`config.mk`:
```
export PLATFORM = sky130hd
export DESIGN_NAME = pkt_desc_sched
export DESIGN_NICKNAME = d
export VERILOG_FILES = /design/src/rtl/pkt_desc_sched.sv
export SDC_FILE = /design/constraint.sdc
export NUM_CORES = 1
export LEC_CHECK = 0
export BUFFER_PORTS_ARGS = -buffer_cell sky130_fd_sc_hd__buf_2
export CAP_MARGIN = 20
export CELL_PAD_IN_SITES_DETAIL_PLACEMENT = 1
export CELL_PAD_IN_SITES_GLOBAL_PLACEMENT = 2
export CORE_MARGIN = 5
export CORE_UTILIZATION = 50
export CTS_BUF_LIST = sky130_fd_sc_hd__clkbuf_8 sky130_fd_sc_hd__clkbuf_16
export CTS_CLUSTER_DIAMETER = 120
export DETAILED_ROUTE_END_ITERATION = 8
export GPL_TIMING_DRIVEN = 0
export MAX_ROUTING_LAYER = met4
export PLACE_DENSITY = 0.88
export SLEW_MARGIN = 20
export SYNTH_ARGS = -nofsm -noshare
export SYNTH_HDL_FRONTEND = slang
export SYNTH_SLANG_ARGS = --single-unit
```
`constraint.sdc`:
```
create_clock -name clk -period 36.2 [get_ports clk]
set_input_delay 3.62 -clock clk [delete_from_list [all_inputs] [get_ports clk]]
set_output_delay 3.62 -clock clk [all_outputs]
set_load 0.05 [all_outputs]
```
`src/rtl/pkt_desc_sched.sv`:
```
// Descriptor scheduler: queues software descriptors, issues them one at a time to the
// packet read controller with a completion watchdog, and reports status over Avalon-MM.
module pkt_desc_sched #(
  parameter int DESC_DEPTH     = 8,
  parameter int TIMEOUT_CYCLES = 65535
) (
  input  logic        clk,
  input  logic        reset,
  input  logic [2:0]  avs_address,
  input  logic        avs_write,
  input  logic [31:0] avs_writedata,
  input  logic        avs_read,
  output logic [31:0] avs_readdata,
  output logic        rd_ctrl,
  output logic [31:0] control,
  output logic [31:0] pkt_begin,
  output logic [31:0] pkt_end,
  input  logic        rd_ctrl_rdy,
  input  logic        almost_full,
  output logic        irq
);
  localparam int AW = (DESC_DEPTH > 1) ? $clog2(DESC_DEPTH) : 1;
  localparam int CW = AW + 1;
  localparam logic [CW-1:0] DEPTH_C = CW'(DESC_DEPTH);
  localparam logic [23:0]   TO_C    = 24'(TIMEOUT_CYCLES);

  typedef enum logic [1:0] {IDLE, ISSUE, WAIT, GAP} state_t;
  state_t state, state_n;

  logic        enable, irq_en;
  logic [23:0] ctl_field;
  logic [31:0] staging;
  logic        timeout_err, irq_pending, bad_desc, overflow;
  logic [15:0] done_count;
  logic [95:0] mem [DESC_DEPTH];
  logic [AW-1:0] wr_ptr, rd_ptr;
  logic [CW-1:0] count;
  logic [23:0] timer;
  logic        gap_cnt;

  logic        wr_ctrl, wr_begin, wr_end, wr_clear, flush;
  logic        desc_bad, full, empty, push, pop, done_evt, to_evt;
  logic [31:0] span, status;

  always_comb begin
    wr_ctrl  = avs_write && (avs_address == 3'd0);
    wr_begin = avs_write && (avs_address == 3'd1);
    wr_end   = avs_write && (avs_address == 3'd2);
    wr_clear = avs_write && (avs_address == 3'd4);
    flush    = wr_ctrl && avs_writedata[2];
    span     = avs_writedata - staging;
    desc_bad = (avs_writedata <= staging) || (span > 32'd65535);
    full     = (count == DEPTH_C);
    empty    = (count == '0);
    // Full is judged on the pre-cycle count, so a same-cycle pop never rescues a push.
    push     = wr_end && !desc_bad && !full && !flush;
    pop      = (state == ISSUE) && !empty && !flush;
  end

  always_comb begin
    state_n  = state;
    done_evt = 1'b0;
    to_evt   = 1'b0;
    case (state)
      IDLE:  if (enable && !empty && !almost_full) state_n = ISSUE;
      ISSUE: state_n = WAIT;
      WAIT: begin
        if (rd_ctrl_rdy) begin
          done_evt = 1'b1;
          state_n  = GAP;
        end else if (timer == TO_C) begin
          to_evt  = 1'b1;
          state_n = GAP;
        end
      end
      GAP:   if (gap_cnt) state_n = IDLE;
      default: state_n = IDLE;
    endcase
  end

  always_ff @(posedge clk or posedge reset) begin
    if (reset) begin
      state   <= IDLE;
      gap_cnt <= 1'b0;
      timer   <= '0;
    end else begin
      state   <= state_n;
      gap_cnt <= (state == GAP) ? ~gap_cnt : 1'b0;
      timer   <= (state == WAIT) ? timer + 24'd1 : 24'd0;
    end
  end

  always_ff @(posedge clk or posedge reset) begin
    if (reset) begin
      control   <= '0;
      pkt_begin <= '0;
      pkt_end   <= '0;
    end else if (state == IDLE && state_n == ISSUE) begin
      {control, pkt_begin, pkt_end} <= mem[rd_ptr];
    end
  end

  always_ff @(posedge clk) begin
    if (push) mem[wr_ptr] <= {ctl_field, 8'h00, staging, avs_writedata};
  end

  always_ff @(posedge clk or posedge reset) begin
    if (reset) begin
      wr_ptr <= '0;
      rd_ptr <= '0;
      count  <= '0;
    end else if (flush) begin
      wr_ptr <= '0;
      rd_ptr <= '0;
      count  <= '0;
    end else begin
      if (push) wr_ptr <= wr_ptr + AW'(1);
      if (pop)  rd_ptr <= rd_ptr + AW'(1);
      count <= count + CW'(push) - CW'(pop);
    end
  end

  // Sticky status bits: a setting event in the same cycle as a W1C wins.
  always_ff @(posedge clk or posedge reset) begin
    if (reset) begin
      enable      <= 1'b0;
      irq_en      <= 1'b0;
      ctl_field   <= '0;
      staging     <= '0;
      timeout_err <= 1'b0;
      irq_pending <= 1'b0;
      bad_desc    <= 1'b0;
      overflow    <= 1'b0;
      done_count  <= '0;
    end else begin
      if (wr_ctrl) begin
        enable    <= avs_writedata[0];
        irq_en    <= avs_writedata[1];
        ctl_field <= avs_writedata[31:8];
      end
      if (wr_begin) staging <= avs_writedata;
      if (done_evt) done_count <= done_count + 16'd1;
      timeout_err <= to_evt | (timeout_err & ~(wr_clear & avs_writedata[3]));
      irq_pending <= done_evt | (irq_pending & ~(wr_clear & avs_writedata[4]));
      bad_desc    <= (wr_end & desc_bad) | (bad_desc & ~(wr_clear & avs_writedata[5]));
      overflow    <= (wr_end & !desc_bad & full) | (overflow & ~(wr_clear & avs_writedata[6]));
    end
  end

  assign status = {done_count, 8'(count), 1'b0, overflow, bad_desc, irq_pending,
                   timeout_err, empty, full, (state != IDLE)};

  always_ff @(posedge clk or posedge reset) begin
    if (reset) begin
      avs_readdata <= '0;
    end else if (avs_read) begin
      case (avs_address)
        3'd0:    avs_readdata <= {ctl_field, 6'b0, irq_en, enable};
        3'd3:    avs_readdata <= status;
        default: avs_readdata <= '0;
      endcase
    end
  end

  assign rd_ctrl = (state == ISSUE);
  assign irq     = irq_pending & irq_en;
endmodule

```
# Word-level counts from Yosys, hierarchy flattened
# Memories as Yosys holds them, arrays and structs flattened. A register that Yosys moved wholly into a read port is not among the register bits.
# Index checks and enable logic that the tools add are counted.
[word_totals]
elab_cells = 103
memories = 1
ramBits = 704
register_bits = 179
inputBits = 41
output_inout_bits = 130
[memory_table]
columns = ["name", "words", "width", "read_ports", "rd_clocked_by_memory_dff", "wr", "line_no", "text"]
rows = [
  ["mem", 8, 88, 1, 1, 1, "35", "logic [95:0] mem [DESC_DEPTH];"],
]
[classes]
bitwise_logic = 21
eq_ne = 10
magnitude_cmp = 2
addsub = 7
mux = 20
n_reduce_logical = 25
[ops]
columns = ["operator", "count"]
rows = [
  ["one-hot mux 32 bit (2 select lines)", 1],
  ["> comparator 32 x 16 -> 1 bit, second input constant", 1],
  ["<= comparator 32 bit", 1],
  ["subtractor 32 bit", 1],
  ["adder 24 x 1 -> 24 bit, second input constant", 1],
  ["equality test 24 x 16 -> 1 bit, second input constant", 1],
  ["two-way mux 24 bit", 1],
  ["adder 16 x 1 -> 16 bit, second input constant", 1],
  ["logical AND 1 bit", 13],
  ["AND 1 bit", 12],
  ["two-way mux 3 bit", 4],
  ["two-way mux 1 bit", 8],
  ["two-way mux 2 bit", 4],
  ["one-hot mux 2 bit (4 select lines)", 1],
  ["adder 3 x 1 -> 3 bit, second input constant", 2],
  ["equality test 3 x 2 -> 1 bit, second input constant", 2],
  ["nonzero test 2 bit", 3],
  ["zero test 1 bit", 5],
  ["NOT 1 bit", 5],
  ["adder 4 x 1 -> 4 bit", 1],
  ["equality test 2 x 1 -> 1 bit, second input constant", 2],
  ["equality test 2 bit, second input constant", 2],
  ["equality test 4 bit, second input constant", 1],
  ["zero test 4 bit", 1],
  ["8 further kinds", 11],
]

# Logic depth before layout (Yosys ltp)
[depth]
word_depth = 10
mapped_depth = 20
depth_no_buf = 19

# Worst setup path before layout
# OpenSTA, ideal clock, no wires.
[synth_path]
kind = "in2reg"
from = "in avs_writedata[0]"
to = "mem mem[4][0] (netlist name), enable pin"
n_path_buf = 0
required_ns = 35.419
setup_time_ns = 0.781
t_arrival_ns = 14.923
slack_ns = 20.495
cell_stages = 13
cell_sequence = "inv_1 ha_1 inv_1 fa_1 a21oi_1 o211ai_1 and4_1 o21a_1 o311ai_2 a21bo_1 a2111oi_4 nand4_2 nor4b_1"
[synth_via]
elab_chain_len = 9
elab_cells_between_ends = 10
classes_between = "add/sub: 1; order compare: 2; mux: 2; reduce/logical: 5"
[synth_rtl]
columns = ["item", "line_no", "text"]
rows = [
  ["from (decl)", "11", "input logic [31:0] avs_writedata,"],
  ["subtractor 32 bit", "51", "span = avs_writedata - staging;"],
  ["> comparator 32 x 16 -> 1 bit", "52", "desc_bad = (avs_writedata <= staging) || (span > 32'd65535);"],
  ["logical OR 1 bit (*)", "52", ""],
  ["zero test 1 bit (*)", "56", "push = wr_end && !desc_bad && !full && !flush;"],
  ["logical AND 1 bit (*) (3 in series)", "56", ""],
  ["two-way mux 1 bit (*)", "104", "if (push) mem[wr_ptr] <= {ctl_field, 8'h00, staging, avs_writedata};"],
  ["two-way mux 1 bit (implied by the code) (*)", "104", ""],
  ["to (decl)", "35", ""],
]
# Every way passes the cells marked *; elsewhere a longest branch is shown, timed or not.

# Worst setup path in the final report
[layout_path]
from = "in avs_writedata[0]"
to = "mem mem[1][54] (netlist name), enable pin"
# Same word-level chain as after synthesis.

==> impl_metrics.toml <==
[outcome]
outcome = "finished clean"

[floorplanning]
ioPinCount = 171
initial_utilization_pct = 50.3
placement_rows = 100
dieWidth_um = 284
die_footprint_um2 = 80400
core_region_area_um2 = 74300
die_height_um = 284

[cells_and_area]
nFillCells = 6784
ff_latch_area_um2 = 27000
area_of_the_multi_input_gates_um2 = 9830
layout.cells.most_common = "edfxtp_1"
final-instance-count-excl-fill = 3628
post_route_cells_drive_above_1_share_pct = 26.3
utilization_pct = 58.9
area_delta_synth_final_pct = 17.0
finalNetCount = 2652
layout_common_cells = "704 x edfxtp_1, 234 x dfrtp_1, 200 x buf_2"
design_area_um2 = 43800

[synthesis]
post_synth_mux_area_share_pct = 14.0
total_standard_cell_area_after_synthesis_um2 = 37400
register_bit_count_reported_by_yosys = 938
synth_cell_types = 74
area_contributors_post_synth = "edfxtp_1 57%, dfrtp_1 16%, mux4_2 11%, mux2i_1 2.5%, o21ai_0 2.0%"
synth_top_flop_cell = "edfxtp_1"
synthesis.yosys.warnings = 0
yosys.area.top_type = "edfxtp_1"
synthesis.instances = 2177
yosys.area_share.simple_pct = 4.76
post_synth.cell_area_avg_um2 = 17.2
synth_largest_type_area_fraction_pct = 56.5
largest_family_of_logic_cells_by_synthesized_area = "multiplexers"
synth_compound_area_share_pct = 4.86
synth_adder_area_share_pct = 1.51
post_synth_xor_area_fraction_pct = 0.936
synth_edf_count = 704
async_flop_share_pct = 24.9
synth_seq_area_share_pct = 72.2

[clock_tree]
post-cts-setup-buffer-count = 0
tritoncts.num_buffers = 95
cts_sinks = 938
cts_htree_levels = 3
clk_pin_slew_ns = 0.07
clock_latency_ns = 0.66
cts_resized = 0
clock_path_buffers = 3
cts_hold_repair.buffers = 0
cts.root.buffer_cell = "clkbuf_16"
tritoncts_clock_tree = "built"

[critical_path]
cp_data_required_time_ns = 36.56
timing.critical_path.mode_cell = "buf_4"
critPathMaxStageDelay_ns = 0.58
timing.critical_path.max_delay_family = "buffers and inverters"
critPathBufInv = 10
cp_max_fo = 11
worstReg2RegEnd = "mem[1][54]$_DFFE_PP_"
crit_slowest_cell = "nor4_2"
ff2ff_path_depth = 19
ff2ff_setup_slack_ns = 30.48
worst_r2r_startpoint = "staging[0]$_DFFE_PP0P_"
timing.critical_path.arrival_ns = 8.56
setup.worst_path.start_class = "input port"
path_class = "in2reg"
worst_path_cell_trace = "buf_2, inv_1, ha_1, inv_1, fa_1, a21oi_1, o211ai_1, and4_1, o21a_1, o311ai_2, a21bo_1, a2111oi_4, nand4_2, buf_6, nor4_2, buf_4, buf_2, buf_2, buf_4, buf_4, buf_4"
worst_setup_path_end_kind = "flip-flop"
cp.depth = 21

[global_routing]
antenna_found_initial = 6
largest_net_degree_at_the_start_of_global_routing = 98
grt_pass1_vias = 23900
grt_first_pass_wirelength_um = 160000
grt_overflow_total = 0
grt.total_usage_pct = 27.2

[timing]
tightest_slew_ns = 1.18
report.final.setup_viol = 0
setup-tns-final_ns = 0
finalCritPeriodShare_pct = 22.7
max_slew_margin_pct = 21.4
grt_setup_unrepaired = "false"
hold_viol = 0
achievable_frequency_mhz = 122
final_max_slew_viol_count = 0
fin_skew_ns = 0.0212
layout_min_cycle_time_ns = 8.20

[placed_design]
place_hpwl_um = 74100
portBuffers = 158
dp_cells = 3439
placed_area_um2 = 40500
gpl.final_weighted_congestion = 0.854

[power]
pwr-share-comb_pct = 26.6
power.switching_uw = 1070
internal_power_uw = 2150
static_power_due_to_leakage_uw = 0.0160
switching_share_pct = 33.3
clock_power_share_pct = 31.7
power_per_cell_area_nw_per_um2 = 73.6
vdd_ir_drop_max_uv = 48.6
power_frac_seq_pct = 41.7

[min_path]
hold_path_startpoint = "gap_cnt$_DFF_PP0_"
hold-path-cell-count = 1
worstHoldPathType = "reg2reg"
worst_hold_endpoint = "gap_cnt$_DFF_PP0_"

[drt]
routed_len_inst_um = 29.3
drtPass1Iterations = 5
via_per_inst = 6.10
ant_nets = 0
detail_route.wirelength.met1_um = 42000
top_layer = "met4"
drtIter0Drc = 2059
dr_wl_met2_um = 54600
detailroute.via_count = 22100
detail_route.wirelength_um = 106000
route.detailed.drc = 0
wl_met3_um = 6760

[flow_run]
drv_cap = 0
## cell usage after synthesis, drive strengths merged, types with 39 or more instances
cell type  number
nand2         179
clkbuf         70
a21oi          61
mux4          176
inv            59
nor2           77
edfxtp        704
dfrtp         234
ha             42
o21ai         156
mux2i          94
buf            39
## cell families after synthesis
kind of cell	count (synthesis)
flip-flops	938
XOR/XNOR	40
multiplexers	298
adder cells (fa/ha/maj)	44
AND/OR/NAND/NOR	386
AO/OA/AOI/OAI	302
other	1
buffers and inverters	168
## layer usage
metal,vias up,global-route usage [%]
li1,9250,-
met1,11800,34.6
met2,884,45.7
met3,211,4.65
met4,0,7.75
met5,-,-
## metrics by stage
step	power (uW)	setup WS [ns]	hold slack (ns)
2_1_floorplan	1940	20.50	0.417
3_3_place_gp	2180	10.96	0.431
3_5_place_dp	2210	27.26	0.443
4_1_cts	3240	27.94	0.455
5_1_grt	3350	27.69	0.472
6_report	3220	28.00	0.461
## cell type report
type                    instances  share of cell area [%]
inverters                      59                   0.523
multi-input cells            1079                    22.5
clock buffers                 103                    5.71
clock inverters                77                    1.73
repair buffers                285                    4.04
plain buffers                 109                    1.06
diodes                          9                  0.0514
flip-flops and latches        938                    61.7
well taps                     969                    2.77
## state kept, by name, indices dropped and copies added (netlist names), 4 cells and up
name          cells
timer            24
count             4
pkt_begin        32
ctl_field        24
pkt_end          32
done_count       16
mem             704
staging          32
avs_readdata     31
control          24
## power by group through the flow
stage,combinational (uW),sequential [uW],clock [uW]
2_1_floorplan,455,1480,0
3_3_place_gp,824,1350,0
3_5_place_dp,851,1360,0
4_1_cts,865,1340,1030
5_1_grt,913,1350,1090
6_report,857,1340,1020
## how the worst max path moves through the flow
stage	endpoint	slack (ns)	start
final	mem[1][54]$_DFFE_PP_	28.00	avs_writedata[0]
after CTS	mem[1][58]$_DFFE_PP_	27.94	avs_writedata[0]
after detailed placement	mem[1][50]$_DFFE_PP_	27.26	avs_writedata[0]
after global placement	mem[4][59]$_DFFE_PP_	10.96	avs_writedata[0]
after global routing	mem[1][50]$_DFFE_PP_	27.69	avs_writedata[0]
after floorplan	mem[4][0]$_DFFE_PP_	20.50	avs_writedata[0]
No activity file was read; power rests on OpenSTA's default activity.
